===== src/rtl/ym_pcm_bus_reader.sv =====
// YM2610 PCM bus servicer. Each PMPX rising edge starts one transaction:
// capture a nybble-multiplexed address through the external mux, fetch one
// byte from PCM memory (or from the one-entry cache), and write it back to
// the PAD bus as two nybbles.
//
// Handshake: mem_valid is held high with mem_addr stable while in FETCH; a
// read completes in the cycle where mem_valid and mem_ready are both high.
// mem_ready is a one-cycle pulse and is ignored outside FETCH.
// mem_valid stays high during the accepting cycle, and that same cycle
// already drives the low nybble of mem_rdata onto the PAD bus (W0).
module ym_pcm_bus_reader #(
  parameter int                ADDR_W         = 24,
  parameter logic [ADDR_W-1:0] ADDRESS_OFFSET = '0,
  parameter int                SETTLE_CYCLES  = 2,
  parameter int                TIMEOUT_CYCLES = 64,
  parameter bit                CACHE_EN       = 1'b1,
  parameter int                COUNT_W        = 16
) (
  input  logic               clk,
  input  logic               reset,
  input  logic               pmpx_rose,
  input  logic [3:0]         ym_io_in,
  output logic [3:0]         ym_io_out,
  output logic               ym_io_en,
  output logic [2:0]         mux_sel,
  output logic               mux_oe_n,
  output logic               pcm_load,
  output logic [ADDR_W-1:0]  mem_addr,
  output logic               mem_valid,
  input  logic               mem_ready,
  input  logic [7:0]         mem_rdata,
  input  logic               cache_flush,
  output logic               busy,
  input  logic               count_reset,
  output logic [COUNT_W-1:0] overrun_count,
  output logic [COUNT_W-1:0] timeout_count,
  output logic [COUNT_W-1:0] hit_count,
  output logic [1:0]         state_o
);

  typedef enum logic [1:0] {S_IDLE, S_ADDR, S_FETCH, S_WRITE} state_e;

  localparam int PH_W = $clog2(SETTLE_CYCLES + 7);
  localparam int TO_W = (TIMEOUT_CYCLES > 2) ? $clog2(TIMEOUT_CYCLES) : 1;

  // ADDR phase numbers (T1 = 1); the settle gap sits between PH_C2 and PH_C3
  localparam logic [PH_W-1:0] PH_C0   = PH_W'(1);
  localparam logic [PH_W-1:0] PH_C1   = PH_W'(2);
  localparam logic [PH_W-1:0] PH_C2   = PH_W'(3);
  localparam logic [PH_W-1:0] PH_SETL = PH_W'(2 + SETTLE_CYCLES);
  localparam logic [PH_W-1:0] PH_C3   = PH_W'(3 + SETTLE_CYCLES);
  localparam logic [PH_W-1:0] PH_C4   = PH_W'(4 + SETTLE_CYCLES);
  localparam logic [PH_W-1:0] PH_LAST = PH_W'(5 + SETTLE_CYCLES);
  localparam logic [TO_W-1:0] TO_LAST = TO_W'(TIMEOUT_CYCLES - 1);

  state_e              state_q;
  logic [PH_W-1:0]     ph_q;
  logic [1:0]          wph_q;
  logic [TO_W-1:0]     tmo_q;
  logic [19:0]         cap_q;
  logic [ADDR_W-1:0]   mem_addr_q;
  logic [7:0]          byte_q;
  logic                c_valid_q;
  logic [ADDR_W-1:0]   c_tag_q;
  logic [7:0]          c_data_q;
  logic [COUNT_W-1:0]  ovr_cnt_q, tmo_cnt_q, hit_cnt_q;

  logic [23:0]         cap_full_d;
  logic [ADDR_W-1:0]   mem_addr_d;
  logic                last_cap, hit_d, fetch_done, fetch_tmo, overrun;

  // Address completion, cache lookup and per-cycle events
  always_comb begin
    cap_full_d = {ym_io_in, cap_q};
    mem_addr_d = cap_full_d[ADDR_W-1:0] + ADDRESS_OFFSET;
    last_cap   = (state_q == S_ADDR) && (ph_q == PH_LAST);
    hit_d      = CACHE_EN && c_valid_q && (mem_addr_d == c_tag_q);
    fetch_done = (state_q == S_FETCH) && mem_ready;
    fetch_tmo  = (state_q == S_FETCH) && !mem_ready && (tmo_q == TO_LAST);
    overrun    = pmpx_rose && (state_q != S_IDLE);
  end

  // Transaction FSM, address capture, cache entry and status counters
  always_ff @(posedge clk) begin
    if (reset) begin
      state_q    <= S_IDLE;
      ph_q       <= '0;
      wph_q      <= '0;
      tmo_q      <= '0;
      cap_q      <= '0;
      mem_addr_q <= '0;
      byte_q     <= '0;
      c_valid_q  <= 1'b0;
      c_tag_q    <= '0;
      c_data_q   <= '0;
      ovr_cnt_q  <= '0;
      tmo_cnt_q  <= '0;
      hit_cnt_q  <= '0;
    end else begin
      case (state_q)
        S_IDLE: begin
          if (pmpx_rose) begin
            state_q <= S_ADDR;
            ph_q    <= PH_C0;
          end
        end
        S_ADDR: begin
          ph_q <= ph_q + 1'b1;
          if (ph_q == PH_C0) cap_q[3:0]   <= ym_io_in;
          if (ph_q == PH_C1) cap_q[7:4]   <= ym_io_in;
          if (ph_q == PH_C2) cap_q[11:8]  <= ym_io_in;
          if (ph_q == PH_C3) cap_q[15:12] <= ym_io_in;
          if (ph_q == PH_C4) cap_q[19:16] <= ym_io_in;
          if (last_cap) begin
            mem_addr_q <= mem_addr_d;
            tmo_q      <= '0;
            if (hit_d) begin
              state_q <= S_WRITE;
              wph_q   <= 2'd0;
              byte_q  <= c_data_q;
            end else begin
              state_q <= S_FETCH;
            end
          end
        end
        S_FETCH: begin
          if (mem_ready) begin
            byte_q  <= mem_rdata;
            state_q <= S_WRITE;
            wph_q   <= 2'd1;
          end else if (fetch_tmo) begin
            byte_q  <= 8'h80;
            state_q <= S_WRITE;
            wph_q   <= 2'd0;
          end else begin
            tmo_q <= tmo_q + 1'b1;
          end
        end
        default: begin
          if (wph_q == 2'd3) state_q <= S_IDLE;
          else               wph_q   <= wph_q + 1'b1;
        end
      endcase

      // Flush wins over a fill landing in the same cycle
      if (cache_flush)     c_valid_q <= 1'b0;
      else if (fetch_done) c_valid_q <= 1'b1;
      if (fetch_done) begin
        c_tag_q  <= mem_addr_q;
        c_data_q <= mem_rdata;
      end

      if (count_reset) begin
        ovr_cnt_q <= '0;
        tmo_cnt_q <= '0;
        hit_cnt_q <= '0;
      end else begin
        if (overrun && (ovr_cnt_q != '1))              ovr_cnt_q <= ovr_cnt_q + 1'b1;
        if (fetch_tmo && (tmo_cnt_q != '1))            tmo_cnt_q <= tmo_cnt_q + 1'b1;
        if (last_cap && hit_d && (hit_cnt_q != '1))    hit_cnt_q <= hit_cnt_q + 1'b1;
      end
    end
  end

  // Bus outputs decoded from state (and pmpx_rose for T0); forced idle in reset
  always_comb begin
    mux_sel   = 3'b000;
    mux_oe_n  = 1'b1;
    ym_io_en  = 1'b0;
    ym_io_out = 4'h0;
    pcm_load  = 1'b0;
    mem_valid = 1'b0;
    busy      = 1'b0;
    if (!reset) begin
      busy = pmpx_rose || (state_q != S_IDLE);
      case (state_q)
        S_IDLE: begin
          if (pmpx_rose) begin
            mux_sel  = 3'b010;
            mux_oe_n = 1'b0;
          end
        end
        S_ADDR: begin
          mux_oe_n = 1'b0;
          if (ph_q == PH_C0)        mux_sel = 3'b110;
          else if (ph_q == PH_C1)   mux_sel = 3'b011;
          else if (ph_q <= PH_SETL) mux_sel = 3'b010;
          else if (ph_q == PH_C3)   mux_sel = 3'b110;
          else                      mux_sel = 3'b011;
        end
        S_FETCH: begin
          mem_valid = 1'b1;
          if (mem_ready) begin
            ym_io_en  = 1'b1;
            mux_sel   = 3'b101;
            ym_io_out = mem_rdata[3:0];
            pcm_load  = 1'b1;
          end
        end
        default: begin
          ym_io_en = 1'b1;
          case (wph_q)
            2'd0:    begin mux_sel = 3'b101; ym_io_out = byte_q[3:0]; pcm_load = 1'b1; end
            2'd1:    begin mux_sel = 3'b100; ym_io_out = byte_q[3:0]; pcm_load = 1'b1; end
            2'd2:    begin mux_sel = 3'b100; ym_io_out = byte_q[7:4]; pcm_load = 1'b1; end
            default: begin mux_sel = 3'b100; ym_io_out = byte_q[7:4]; pcm_load = 1'b0; end
          endcase
        end
      endcase
    end
  end

  assign mem_addr      = mem_addr_q;
  assign overrun_count = ovr_cnt_q;
  assign timeout_count = tmo_cnt_q;
  assign hit_count     = hit_cnt_q;
  assign state_o       = state_q;

endmodule


===== config.mk =====
export PLATFORM = sky130hd
export DESIGN_NAME = ym_pcm_bus_reader
export DESIGN_NICKNAME = d
export VERILOG_FILES = /design/src/rtl/ym_pcm_bus_reader.sv
export SDC_FILE = /design/constraint.sdc
export NUM_CORES = 1
export LEC_CHECK = 0
export BUFFER_PORTS_ARGS = -buffer_cell sky130_fd_sc_hd__buf_2
export CORE_UTILIZATION = 38
export DETAILED_ROUTE_END_ITERATION = 12
export PLACE_DENSITY = 0.63
export SYNTH_ARGS = -nofsm -noshare
export SYNTH_HDL_FRONTEND = slang
export SYNTH_SLANG_ARGS = --single-unit

===== constraint.sdc =====
create_clock -name clk -period 3.2 [get_ports clk]
set_input_delay 0.64 -clock clk [delete_from_list [all_inputs] [get_ports clk]]
set_output_delay 0.64 -clock clk [all_outputs]
set_load 0.1 [all_outputs]

==> run_results.csv <==
group,metric,value,unit
min_path,worst_hold_path_startpoint,"cache_flush",
timing,min_period_over_period,92.53,%
finish,area_of_all_placed_cells_without_fillers,8289,sq um
finish,layout.cells.non_filler,1143,
clocking,path_clk_slew,0.06,ns
finish,layout.cells.most_common,"nand2_1",
pwr,p_switching,0.001570,W
timing,slew_viol_final,0,
min_path,hold_path.class,"primary input to register",
timing,count_of_endpoints_failing_hold_in_the_final_timing_report,0,
pwr,power.share.switching,31.95,%
grt,grt_use_total,18.86,%
clocking,h-tree-depth,4,
run_status,status,"finished, final reports clean",
grt,first_pass_grt_wire_length,27.26,mm
logic_synthesis,adder_cell_share_of_the_synthesized_area,2.967,%
pwr,internal_power,0.003344,W
placed_design,placement.cell_area,7697,sq um
timing,timing_worst_slew_pin_value,0.8428,ns
timing,worst_slew_margin_rel,43.81,%
route,drt_first_pass_iters,5,
logic_synthesis,synth_seq_cells,147,
logic_synthesis,synth_mux_area_share,4.451,%
clocking,cts_buffer_depth,2,
die,chipWidth,135.2,microns
finish,flow.area_growth_from_synthesis,22.87,%
route,vias_cell,5.145,
die,number_of_rows_in_the_core_area,48,
die,die_h,135.2,microns
grt,grt_start_max_net_pins,72,
critical_path,critical-path-max-stage-delay,0.35,ns
critical_path,worstSetupStartpoint,"state_o[0]",
critical_path,startpoint_type_of_the_worst_setup_path,"register",
clocking,cts_hold_buffers,0,
pwr,p_clk_share,40.8,%
route,postRouteAntennaNets,0,
pwr,leak_pwr,3.132,nW
finish,final.fill_count,1695,
placed_design,place.port_buffers,103,
finish,antenna_cells_inserted,0,
finish,drive_gt1_share,19.06,%
pwr,max-vdd-ir-drop,0.4425,mV
clocking,clkLatencyLatePin,0.42,ns
critical_path,path_class,"register to output port",
timing,timing.fmax,337.7,MHz
finish,most-common-layout-cells,"148 x nand2_1, 145 x dfxtp_1, 94 x buf_2",
timing,period_needed,2.961,ns
pwr,seq_power_share,38.9,%
critical_path,timing.rr.start,"cap_q[5]",
clocking,cts_tree,"done",
logic_synthesis,synth.yosys.seq_area_share,43.62,%
logic_synthesis,mappedNetlistArea,6746,sq um
logic_synthesis,syn-num-nets,847,
logic_synthesis,async_reset_ff_share,0,%
pwr,power.density_cell_area,592.8,nW/um^2
logic_synthesis,synth_xor_area_share,6.806,%
timing,timing.setup.tns,0,ns
route,first_iter_violations,367,
die,initial_core_util,39.00,%
pwr,power.share.combinational,20.3,%
critical_path,required_time_of_the_critical_path,2.56,ns
clocking,cts_inserted_buffers,17,
route,drc,0,
placed_design,dp_hpwl,11.34,mm
route,routedWlPerCell,14.35,microns
clocking,cts_setup_buffers,0,
clocking,clockRootBuffer,"clkbuf_16",
die,num_io_pins,104,
placed_design,gp_routability_congestion,0.8068,
critical_path,critical_path_arrival,2.32,ns
logic_synthesis,synthSimpleGateAreaFrac,23.81,%
die,fp.dieArea,18290,sq um
flow_run,max_cap_violations,0,
placed_design,dp_cells,1111,
grt,antenna_found_initial,0,
critical_path,end_kind,"output port",
logic_synthesis,dominant_combinational_cell_family_by_area_after_synthesis,"simple AND/OR/NAND/NOR gates",
route,vias,5881,
timing,grt_setup_unrepaired,"false",
clocking,cts.repair.resized,0,
route,finalWirelength,16.41,mm
logic_synthesis,syn_inst,813,
clocking,cts_num_sinks,147,
logic_synthesis,synthDistinctLibCells,59,
logic_synthesis,synth_warnings,0,
logic_synthesis,synth-compound-area-share,14.11,%
timing,setup_viol_count_final,0,
die,core_area,17300,sq um
critical_path,timing.critical_path.cells,"inv_1, ha_1, and2_1, nor2_1, nor2_4, or2_2, buf_12",
critical_path,cp_max_fo,10,
timing,fin_skew,0.01179,ns
finish,fin_nets,939,
logic_synthesis,synth_enable_flop_cells,0,
critical_path,critical-path-slowest-cell,"dfxtp_2",
grt,global_route.overflow_total,0,
grt,first_global_vias,5324,
logic_synthesis,most_used_flip_flop_cell_after_synthesis,"dfxtp_1",
logic_synthesis,synthesis.area_per_instance,8.298,sq um
logic make-up (layout without fill, tap and decap cells):
family / after synthesis / count (layout)
simple gates: 341 / 341
compound gates: 162 / 162
flops: 147 / 147
buf+inv: 68 / 173
xor+xnor: 49 / 49
mux: 30 / 30
fa+ha+maj: 16 / 16
metal layers:
| metal | track usage [%] | share of wire, % |
|---|---|---|
| met3 | 4.751 | 5.9 |
| met4 | 5.306 | 0.88 |
| met2 | 28.01 | 44 |
| met5 | 0 | 0 |
| met1 | 26.83 | 50 |
path summary, 6_finish.rpt:
check | end | slack, ns | depth (start not counted)
max reg2reg | hit_count[15] | 0.66 | 6
max | mux_sel[2] | 0.24 | 7
min | c_valid_q | 0.38 | 2
min reg2reg | byte_q[7] | 0.45 | 2
flip-flops by register name (all words and copies together) (netlist names):
name,cells
state_o,2
cap_q,20
overrun_count,16
c_data_q,8
c_valid_q,1
c_tag_q,24
ph_q,4
tmo_q,6
hit_count,16
byte_q,8
timeout_count,16
wph_q,2
mem_addr,24
final cells by class:
class / count / area, sq um / share of cell area [%]
inverters: 25 / 93.84 / 1.132
well taps: 225 / 281.5 / 3.396
clock buffers: 20 / 446.7 / 5.389
repair buffers: 116 / 735.7 / 8.875
multi-input cells: 598 / 3638 / 43.89
clock inverters: 12 / 145.1 / 1.751
flip-flops and latches: 147 / 2948 / 35.56
critical path, delay by kind of cell, from the launching register on:
| kind | cells | cell delay [ns] |
|---|---|---|
| buffers and inverters | 2 | 0.26 |
| flip-flops | 1 | 0.35 |
| AND/OR/NAND/NOR | 4 | 0.98 |
| adder cells (fa/ha/maj) | 1 | 0.32 |
power groups by stage:
stage	Clock [W]	Sequential [W]	Combinational [W]
2_1_floorplan	0	0.00202	0.000676
4_1_cts	0.00204	0.00191	0.00100
5_1_grt	0.00212	0.00192	0.00108
3_5_place_dp	0	0.00195	0.000994
6_report	0.00200	0.00191	0.000998
3_3_place_gp	0	0.00195	0.000997
synthesized netlist by cell type, types with 6 or more instances:
cell,count,area (sq um)
a21oi_1,87,435.4
and3_1,10,62.56
and4_1,8,70.07
buf_1,6,22.52
clkbuf_1,30,112.6
dfxtp_1,147,2943
ha_1,16,200.2
inv_1,24,90.09
mux2i_1,30,300.3
nand2_1,148,555.5
nand3_1,25,125.1
nand4_1,18,112.6
nor2_1,80,300.3
nor3_1,8,40.04
o21ai_0,33,165.2
or3_1,15,93.84
xnor2_1,26,227.7
xor2_1,19,166.4
per-stage QoR:
step | setup slack [ns] | total power (W) | utilization (%) | hold WS, ns
floorplan | 0.007977 | 0.002697 | - | 0.4322
global placement | 0.4402 | 0.002948 | 44.50 | 0.4421
detailed placement | 0.4116 | 0.002946 | 44.50 | 0.4477
CTS | 0.1910 | 0.004954 | 47.92 | 0.3621
global route | 0.09910 | 0.005122 | 47.92 | 0.3701
finish | 0.2391 | 0.004914 | 47.92 | 0.3811
No activity file was read; power rests on OpenSTA's default activity.
